**config.mk**
```make
export PLATFORM = sky130hd
export DESIGN_NAME = hdmi_tx_pixel_gen_flat
export DESIGN_NICKNAME = d
export VERILOG_FILES = /design/src/rtl/hdmi_pkg.sv /design/src/rtl/hdmi_tx_pixel_gen_if.sv /design/src/rtl/hdmi_timing_gen.sv /design/src/rtl/hdmi_tx_pixel_gen.sv /design/src/flat_wrapper.sv
export SDC_FILE = /design/constraint.sdc
export NUM_CORES = 1
export LEC_CHECK = 0
export BUFFER_PORTS_ARGS = -buffer_cell sky130_fd_sc_hd__clkbuf_2
export CORE_MARGIN = 5
export CORE_UTILIZATION = 40
export CTS_BUF_LIST = sky130_fd_sc_hd__clkbuf_16
export CTS_CLUSTER_SIZE = 16
export DETAILED_ROUTE_END_ITERATION = 10
export GPL_TIMING_DRIVEN = 0
export PLACE_DENSITY = 0.63
export SLEW_MARGIN = 30
export SYNTH_ARGS = -nofsm -noshare
export SYNTH_HDL_FRONTEND = slang
export SYNTH_SLANG_ARGS = --single-unit
export TNS_END_PERCENT = 30
```
**constraint.sdc**
```tcl
create_clock -name pclk -period 4.49 [get_ports pclk]
set_input_delay 0.898 -clock pclk [delete_from_list [all_inputs] [get_ports pclk]]
set_output_delay 0.898 -clock pclk [all_outputs]
set_load 0.01 [all_outputs]
```
**src/rtl/hdmi_pkg.sv**
```systemverilog
// Shared HDMI definitions: FSM states, pixel packing and standard raster timings.
package hdmi_pkg;

  typedef enum logic [1:0] {
    STATE_WAIT_SYNC = 2'd0,
    STATE_RUN       = 2'd1,
    STATE_UNDERRUN  = 2'd2
  } state_e;

  // 24-bit pixel word is {red, green, blue}; the receive path uses the same order.
  typedef struct packed {
    logic [7:0] r;
    logic [7:0] g;
    logic [7:0] b;
  } pixel_t;

  // 640x480 @ 60 Hz
  localparam int T640_H_ACTIVE  = 640;
  localparam int T640_H_FP      = 16;
  localparam int T640_H_SYNC    = 96;
  localparam int T640_H_BP      = 48;
  localparam int T640_V_ACTIVE  = 480;
  localparam int T640_V_FP      = 10;
  localparam int T640_V_SYNC    = 2;
  localparam int T640_V_BP      = 33;

  // 1024x768 @ 60 Hz
  localparam int T1024_H_ACTIVE = 1024;
  localparam int T1024_H_FP     = 24;
  localparam int T1024_H_SYNC   = 136;
  localparam int T1024_H_BP     = 160;
  localparam int T1024_V_ACTIVE = 768;
  localparam int T1024_V_FP     = 3;
  localparam int T1024_V_SYNC   = 6;
  localparam int T1024_V_BP     = 29;

endpackage

```
**src/rtl/hdmi_tx_pixel_gen_if.sv**
```systemverilog
// Frame-FIFO read port between the pixel generator and the FIFO.
interface hdmi_tx_pixel_gen_if;
  logic [23:0] fifo_data_out;     // {r,g,b}, valid one cycle after a read
  logic        fifo_empty;
  logic        fifo_read_enable;

  modport master (
    input  fifo_data_out,
    input  fifo_empty,
    output fifo_read_enable
  );

  modport slave (
    output fifo_data_out,
    output fifo_empty,
    input  fifo_read_enable
  );
endinterface

```
**src/rtl/hdmi_timing_gen.sv**
```systemverilog
// Raster counters with stage-0 de/hsync/vsync windows and a frame-origin strobe.
// Sync outputs are "in window" flags; polarity is applied by the user.
module hdmi_timing_gen #(
  parameter int H_ACTIVE = 1024,
  parameter int H_FP     = 24,
  parameter int H_SYNC   = 136,
  parameter int H_BP     = 160,
  parameter int V_ACTIVE = 768,
  parameter int V_FP     = 3,
  parameter int V_SYNC   = 6,
  parameter int V_BP     = 29,
  parameter int CNT_W    = 12
) (
  input  logic pclk,
  input  logic reset,
  output logic de0_o,
  output logic hs0_o,
  output logic vs0_o,
  output logic origin_o
);

  localparam int H_TOTAL = H_ACTIVE + H_FP + H_SYNC + H_BP;
  localparam int V_TOTAL = V_ACTIVE + V_FP + V_SYNC + V_BP;

  logic [CNT_W-1:0] h_cnt_q, h_cnt_d;
  logic [CNT_W-1:0] v_cnt_q, v_cnt_d;

  // h wraps at end of line and advances v; v wraps at end of frame
  always_comb begin
    h_cnt_d = h_cnt_q + 1'b1;
    v_cnt_d = v_cnt_q;
    if (h_cnt_q == CNT_W'(H_TOTAL - 1)) begin
      h_cnt_d = '0;
      v_cnt_d = (v_cnt_q == CNT_W'(V_TOTAL - 1)) ? '0 : v_cnt_q + 1'b1;
    end
  end

  // counter registers
  always_ff @(posedge pclk or posedge reset) begin
    if (reset) begin
      h_cnt_q <= '0;
      v_cnt_q <= '0;
    end else begin
      h_cnt_q <= h_cnt_d;
      v_cnt_q <= v_cnt_d;
    end
  end

  assign de0_o    = (h_cnt_q < CNT_W'(H_ACTIVE)) && (v_cnt_q < CNT_W'(V_ACTIVE));
  assign hs0_o    = (h_cnt_q >= CNT_W'(H_ACTIVE + H_FP)) &&
                    (h_cnt_q <  CNT_W'(H_ACTIVE + H_FP + H_SYNC));
  // depends on v only, so it changes when h wraps to 0
  assign vs0_o    = (v_cnt_q >= CNT_W'(V_ACTIVE + V_FP)) &&
                    (v_cnt_q <  CNT_W'(V_ACTIVE + V_FP + V_SYNC));
  assign origin_o = (h_cnt_q == '0) && (v_cnt_q == '0);

endmodule

```
**src/rtl/hdmi_tx_pixel_gen.sv**
```systemverilog
// HDMI transmit pixel generator: pulls RGB words from the frame FIFO and emits
// a timed raster (2-cycle pipeline) with underrun blanking and frame re-lock.
module hdmi_tx_pixel_gen
  import hdmi_pkg::*;
#(
  parameter int          H_ACTIVE       = T1024_H_ACTIVE,
  parameter int          H_FP           = T1024_H_FP,
  parameter int          H_SYNC         = T1024_H_SYNC,
  parameter int          H_BP           = T1024_H_BP,
  parameter int          V_ACTIVE       = T1024_V_ACTIVE,
  parameter int          V_FP           = T1024_V_FP,
  parameter int          V_SYNC         = T1024_V_SYNC,
  parameter int          V_BP           = T1024_V_BP,
  parameter bit          HS_POL         = 1'b0,
  parameter bit          VS_POL         = 1'b0,
  parameter logic [23:0] UNDERRUN_COLOR = 24'h000000,
  parameter int          CNT_W          = 12
) (
  input  logic                 pclk,
  input  logic                 reset,
  input  logic                 enable,
  hdmi_tx_pixel_gen_if.master  fifo,
  output logic                 hsync,
  output logic                 vsync,
  output logic                 de,
  output logic [7:0]           red,
  output logic [7:0]           green,
  output logic [7:0]           blue,
  output logic                 frame_start,
  output logic                 underrun,
  output logic [15:0]          underrun_count
);

  function automatic logic [15:0] sat_inc16(input logic [15:0] v);
    return (v == 16'hFFFF) ? v : v + 16'd1;
  endfunction

  logic de0, hs0, vs0, origin0;

  hdmi_timing_gen #(
    .H_ACTIVE(H_ACTIVE), .H_FP(H_FP), .H_SYNC(H_SYNC), .H_BP(H_BP),
    .V_ACTIVE(V_ACTIVE), .V_FP(V_FP), .V_SYNC(V_SYNC), .V_BP(V_BP),
    .CNT_W(CNT_W)
  ) u_timing (
    .pclk    (pclk),
    .reset   (reset),
    .de0_o   (de0),
    .hs0_o   (hs0),
    .vs0_o   (vs0),
    .origin_o(origin0)
  );

  // ---- stage 0: FSM and FIFO read control ----
  state_e state_q, state_d, state_cur;
  logic   rd_en, ur0, fs0;

  // state register
  always_ff @(posedge pclk or posedge reset) begin
    if (reset) state_q <= STATE_WAIT_SYNC;
    else       state_q <= state_d;
  end

  // Lock decision at the frame origin takes effect on the origin pixel itself,
  // so the first read of a locked frame happens on that cycle. Reset blocks
  // the lock so no read is issued while reset is held.
  always_comb begin
    state_cur = state_q;
    state_d   = state_q;
    rd_en     = 1'b0;
    ur0       = 1'b0;
    fs0       = 1'b0;
    if (origin0 && !reset) begin
      state_cur = (enable && !fifo.fifo_empty) ? STATE_RUN : STATE_WAIT_SYNC;
    end
    state_d = state_cur;
    if (de0 && (state_cur == STATE_RUN)) begin
      if (fifo.fifo_empty) begin
        state_d = STATE_UNDERRUN;
        ur0     = 1'b1;
      end else begin
        rd_en   = 1'b1;
      end
    end
    fs0 = origin0 && (state_cur == STATE_RUN);
  end

  assign fifo.fifo_read_enable = rd_en;

  // ---- stage 1: delayed timing, read-ok flag; FIFO data arrives here ----
  logic de_p1_q, hs_p1_q, vs_p1_q, rd_ok_p1_q, ur_p1_q, fs_p1_q;

  // align timing flags with the FIFO read latency
  always_ff @(posedge pclk or posedge reset) begin
    if (reset) begin
      de_p1_q    <= 1'b0;
      hs_p1_q    <= 1'b0;
      vs_p1_q    <= 1'b0;
      rd_ok_p1_q <= 1'b0;
      ur_p1_q    <= 1'b0;
      fs_p1_q    <= 1'b0;
    end else begin
      de_p1_q    <= de0;
      hs_p1_q    <= hs0;
      vs_p1_q    <= vs0;
      rd_ok_p1_q <= rd_en;
      ur_p1_q    <= ur0;
      fs_p1_q    <= fs0;
    end
  end

  // ---- stage 2: output registers ----
  pixel_t      px_q;
  logic        hsync_q, vsync_q, de_q, fs_q, ur_q;
  logic [15:0] ucnt_q;

  // drive pins: polarity, pixel select with underrun blanking, underrun count
  always_ff @(posedge pclk or posedge reset) begin
    if (reset) begin
      hsync_q <= ~HS_POL;
      vsync_q <= ~VS_POL;
      de_q    <= 1'b0;
      px_q    <= '0;
      fs_q    <= 1'b0;
      ur_q    <= 1'b0;
      ucnt_q  <= '0;
    end else begin
      hsync_q <= hs_p1_q ? HS_POL : ~HS_POL;
      vsync_q <= vs_p1_q ? VS_POL : ~VS_POL;
      de_q    <= de_p1_q;
      if (!de_p1_q)        px_q <= '0;
      else if (rd_ok_p1_q) px_q <= pixel_t'(fifo.fifo_data_out);
      else                 px_q <= pixel_t'(UNDERRUN_COLOR);
      fs_q    <= fs_p1_q;
      ur_q    <= ur_p1_q;
      if (ur_p1_q) ucnt_q <= sat_inc16(ucnt_q);
    end
  end

  assign hsync          = hsync_q;
  assign vsync          = vsync_q;
  assign de             = de_q;
  assign red            = px_q.r;
  assign green          = px_q.g;
  assign blue           = px_q.b;
  assign frame_start    = fs_q;
  assign underrun       = ur_q;
  assign underrun_count = ucnt_q;

endmodule

```
**src/flat_wrapper.sv**
```systemverilog
// flat-port wrapper written by rule: the top's interface ports become plain ports
module hdmi_tx_pixel_gen_flat import hdmi_pkg::*;
#(
  parameter int          H_ACTIVE       = T1024_H_ACTIVE,
  parameter int          H_FP           = T1024_H_FP,
  parameter int          H_SYNC         = T1024_H_SYNC,
  parameter int          H_BP           = T1024_H_BP,
  parameter int          V_ACTIVE       = T1024_V_ACTIVE,
  parameter int          V_FP           = T1024_V_FP,
  parameter int          V_SYNC         = T1024_V_SYNC,
  parameter int          V_BP           = T1024_V_BP,
  parameter bit          HS_POL         = 1'b0,
  parameter bit          VS_POL         = 1'b0,
  parameter logic [23:0] UNDERRUN_COLOR = 24'h000000,
  parameter int          CNT_W          = 12
)
  (pclk, reset, enable, hsync, vsync, de, red, green, blue, frame_start, underrun, underrun_count, fifo_fifo_data_out, fifo_fifo_empty, fifo_fifo_read_enable);
  hdmi_tx_pixel_gen_if fifo_i ();
  input  logic pclk;
  input  logic reset;
  input  logic enable;
  output logic hsync;
  output logic vsync;
  output logic de;
  output logic [7:0] red;
  output logic [7:0] green;
  output logic [7:0] blue;
  output logic frame_start;
  output logic underrun;
  output logic [15:0] underrun_count;
  input wire logic [$bits(fifo_i.fifo_data_out)-1:0] fifo_fifo_data_out;
  input wire logic [$bits(fifo_i.fifo_empty)-1:0] fifo_fifo_empty;
  output wire logic [$bits(fifo_i.fifo_read_enable)-1:0] fifo_fifo_read_enable;
  assign fifo_i.fifo_data_out = fifo_fifo_data_out;
  assign fifo_i.fifo_empty = fifo_fifo_empty;
  assign fifo_fifo_read_enable = fifo_i.fifo_read_enable;
  hdmi_tx_pixel_gen #(.H_ACTIVE(H_ACTIVE), .H_FP(H_FP), .H_SYNC(H_SYNC), .H_BP(H_BP), .V_ACTIVE(V_ACTIVE), .V_FP(V_FP), .V_SYNC(V_SYNC), .V_BP(V_BP), .HS_POL(HS_POL), .VS_POL(VS_POL), .UNDERRUN_COLOR(UNDERRUN_COLOR), .CNT_W(CNT_W)) u_core (.pclk(pclk), .reset(reset), .enable(enable), .fifo(fifo_i), .hsync(hsync), .vsync(vsync), .de(de), .red(red), .green(green), .blue(blue), .frame_start(frame_start), .underrun(underrun), .underrun_count(underrun_count));
endmodule
```
==> results by group <==
Outcome
  • Status: completed

STA
  • Slew at the pin closest to its max-slew limit: 0.527 ns
  • FMAX: 0.292 GHz
  • Slew margin rel.: 64.5%
  • Final setup margin: 1.07 ns
  • Final setup TNS: 0 ns
  • Part of the cycle the worst path needs: 76.3%
  • RSZ-0062 raised after global routing: false
  • Period minus WS final: 3.42 ns
  • Skew final: 0.00597 ns
  • Final Hold Fails: 0
  • Final number of setup-violating endpoints: 0
  • Final Max Slew Viols: 0

Logic synthesis
  • Yosys top cell area share: 54.7%
  • Top cells by area, synth: dfrtp_1 55%, and3_1 4.9%, xor2_1 3.3%
  • Ys flop type: dfrtp_1
  • Asr flop ratio synth: 100%
  • Synth Warn #: 0
  • Post-Syn Area: 3430 µm²
  • Synth cell types: 53
  • Syn avg cell area: 11.3 µm²
  • Sequential cell area fraction in the yosys report: 56.3%
  • Cell taking the most area after synthesis: dfrtp_1
  • EDFF count, synth: 0
  • Syn Nets: 339
  • Synthesis-stage register bit count: 77
  • Cell count after synthesis: 304

Floorplan
  • Die ar.: 10500 µm²
  • Chip height: 103 µm
  • Total core area: 8300 µm²
  • Die width: 103 µm
  • Row Count: 33
  • Initial Util: 41.3%
  • Top-Level Pins: 74

CTS
  • Htree depth: 3
  • Clk buf depth: 2
  • Root buf cell: clkbuf_16
  • Post-CTS setup repair buffer count: 0
  • Hold-fix buffers, CTS: 0
  • TritonCTS buffer count: 9
  • Post-CTS Resized: 0
  • Worst-path clk slew: 0.06 ns
  • Clk_lat worst skew: 0.33 ns
  • Number of clock sinks: 77
  • TritonCTS clock tree: done

Setup path
  • Crit path max-delay cell type: or3_4
  • R2r startpoint: u_core.underrun_count[0]
  • R2r worst-path depth: 5
  • Worst path bufs/invs: 4
  • Worst EP required: 3.59 ns
  • Crit start category: input port
  • Worst setup EP type: output pin
  • Cells along the critical path: clkbuf_2 > inv_4 > buf_16 > nand4_1 > or3_4 > nand2_1 > clkbuf_2
  • Register-to-register path setup slack: 2.51 ns
  • Slowest stage delay, CP: 0.42 ns
  • Setup CP Type: in2out
  • Critical-path maximum fanout: 50
  • FF-to-FF End: u_core.underrun_count[1]
  • CP top delay family: buffers and inverters
  • Most used cell, CP: clkbuf_2
  • Worst Path Arrival: 2.53 ns

Hold path
  • Worst Hold Path EP: u_core.vsync
  • Min-delay src: u_core.vs_p1_q
  • Hold path depth: 1
  • Worst min-delay path class: reg2reg

Finish
  • Share of cells above drive strength 1: 27.9%
  • Number of filler cells placed in the layout: 753
  • Final instance area: 4250 µm²
  • Area Overhead vs Synth: 23.9%
  • N_diodes: 0
  • Layout Nets: 424

Drt
  • Via-to-Cell Ratio: 5.21
  • Final WL: 7200 µm
  • Routed len/inst: 14.4 µm
  • Pre-antenna DRT Iters: 5
  • Post-route ant nets: 0
  • DR iter-0 viols: 92
  • DRC errors left: 0
  • DR vias: 2599

GRT
  • Total grt overflow: 0
  • GRT Resource Usage Total: 14.6%
  • M2 GR Usage: 24.0%
  • Global route hottest layer: met2
  • Met1 GRT Util: 18.4%
  • Antenna violations before repair: 0
  • Vias in the first global route: 2554
  • M3 GR Usage: 4.60%
  • Pin count of the biggest net entering global routing: 51
  • First-pass GRT wire length: 12100 µm

Placement
  • Pre-CTS setup slack: 1.00 ns
  • # port buffers: 73
  • Final HPWL DP: 5310 µm
  • Final GP Congestion: 0.810
  • Placed instance area: 3960 µm²

Flow run
  • Max_cap viols: 0

Pwr
  • Total chip power: 1430 µW
  • VDD IR max: 0.000213 V
  • PD cells: 337 nW/µm²
  • Leak: 0.00219 µW
## synth_stat cells, types with 2 or more instances
cell type  instances
a21oi_1            8
a31oi_1            2
and2_1             3
and3_1            27
and4_1             6
buf_2              3
clkbuf_1           6
dfrtp_1           75
dfstp_2            2
ha_1               7
inv_1             14
nand2_1           14
nand2b_1           3
nand3_1           17
nand4_1            8
nand4b_1           2
nor2_1            18
nor2_4             2
nor3_1            13
nor3b_1            2
nor4_1             6
nor4b_1            2
o21ai_0            7
o21ai_1            3
o31ai_1            4
or4_1              2
or4_4              2
xnor2_1            9
xor2_1            13
## power breakdown
group          total, µW  internal (µW)  switching [µW]
Clock                703            427             275
Combinational       32.3           12.7            19.6
Sequential           697            695            1.18
Total               1430           1140             296
## metal layers
metal | part of all wire [%] | wire (µm) | vias up
met5 | 0 | 0 | -
met4 | 0.99 | 71 | 0
met3 | 6.7 | 480 | 8
met2 | 47 | 3370 | 65
met1 | 46 | 3280 | 1267
li1 | - | - | 1259
## stage by stage
stage / util [%] / hold WS, ns / std cells
floorplan: - / 0.331 / 304
global placement: 47.3 / 0.334 / 482
detailed placement: 47.7 / 0.340 / 483
CTS: 51.2 / 0.347 / 499
global route: 51.2 / 0.361 / 499
finish: 51.2 / 0.351 / 499
## cell families (layout without fill, tap and decap cells)
logic type	after synthesis	count (layout)	share of synthesized area (%)
XOR/XNOR	22	22	5.62
multiplexers	3	3	0.949
buffers and inverters	25	115	3.10
AND/OR/NAND/NOR	139	139	25.9
adder cells (fa/ha/maj)	7	7	2.55
flip-flops	77	77	56.3
AO/OA/AOI/OAI	31	31	5.55
## registers in the layout, indices dropped and copies added (netlist names)
name / cells
u_core.vsync: 1
u_core.u_timing.v_cnt_q: 12
u_core.hs_p1_q: 1
u_core.frame_start: 1
u_core.hsync: 1
u_core.de_p1_q: 1
u_core.blue: 8
u_core.de: 1
u_core.ur_p1_q: 1
u_core.u_timing.h_cnt_q: 12
u_core.green: 8
u_core.underrun_count: 16
u_core.rd_ok_p1_q: 1
u_core.fs_p1_q: 1
u_core.underrun: 1
u_core.red: 8
u_core.state_q: 2
u_core.vs_p1_q: 1
## worst max-delay path by stage
stage / to / cells past startpoint / slack, ns / startpoint
floorplan: fifo_fifo_read_enable / 4 / 0.23 / reset
global placement: fifo_fifo_read_enable / 6 / -0.87 / reset
detailed placement: fifo_fifo_read_enable / 7 / 1.00 / reset
CTS: fifo_fifo_read_enable / 7 / 1.0 / reset
global route: fifo_fifo_read_enable / 7 / 0.82 / reset
finish: fifo_fifo_read_enable / 7 / 1.07 / reset
## placed cells by master (no fill, tap or decap), types with 2 or more instances in the layout
| cell | Yosys | layout |
|---|---|---|
| dfrtp_1 | 75 | 75 |
| clkinv_4 | 0 | 3 |
| buf_2 | 3 | 3 |
| nand4_1 | 8 | 8 |
| and3_1 | 27 | 27 |
| nor2_1 | 18 | 18 |
| nor4b_1 | 2 | 2 |
| nand4b_1 | 2 | 2 |
| o21ai_1 | 3 | 3 |
| or4_1 | 2 | 2 |
| xor2_1 | 13 | 13 |
| clkbuf_2 | 1 | 74 |
| clkinv_1 | 0 | 2 |
| nand2_1 | 14 | 14 |
| nor2_4 | 2 | 2 |
| o21ai_0 | 7 | 7 |
| clkbuf_1 | 6 | 6 |
| nand3_1 | 17 | 17 |
| xnor2_1 | 9 | 9 |
| dfstp_2 | 2 | 2 |
| nor4_1 | 6 | 6 |
| inv_1 | 14 | 14 |
| nand2b_1 | 3 | 3 |
| and2_1 | 3 | 3 |
| a21oi_1 | 8 | 8 |
| o31ai_1 | 4 | 4 |
| and4_1 | 6 | 6 |
| or4_4 | 2 | 2 |
| nor3b_1 | 2 | 2 |
| clkbuf_16 | 0 | 9 |
| ha_1 | 7 | 7 |
| a31oi_1 | 2 | 2 |
| nor3_1 | 13 | 13 |
## layout make-up
| class | instances | area [µm²] | area share [%] |
|---|---|---|---|
| sequential | 77 | 1930 | 45.4 |
| multi-input combinational | 202 | 1390 | 32.8 |
| inverter | 14 | 55.1 | 1.30 |
| tap | 105 | 131 | 3.09 |
| buffer | 11 | 53.8 | 1.27 |
| clock buffer | 9 | 225 | 5.30 |
| timing repair buffer | 74 | 393 | 9.25 |
| clock inverter | 7 | 67.6 | 1.59 |
Note: power is estimated with default switching activity, not from simulation.
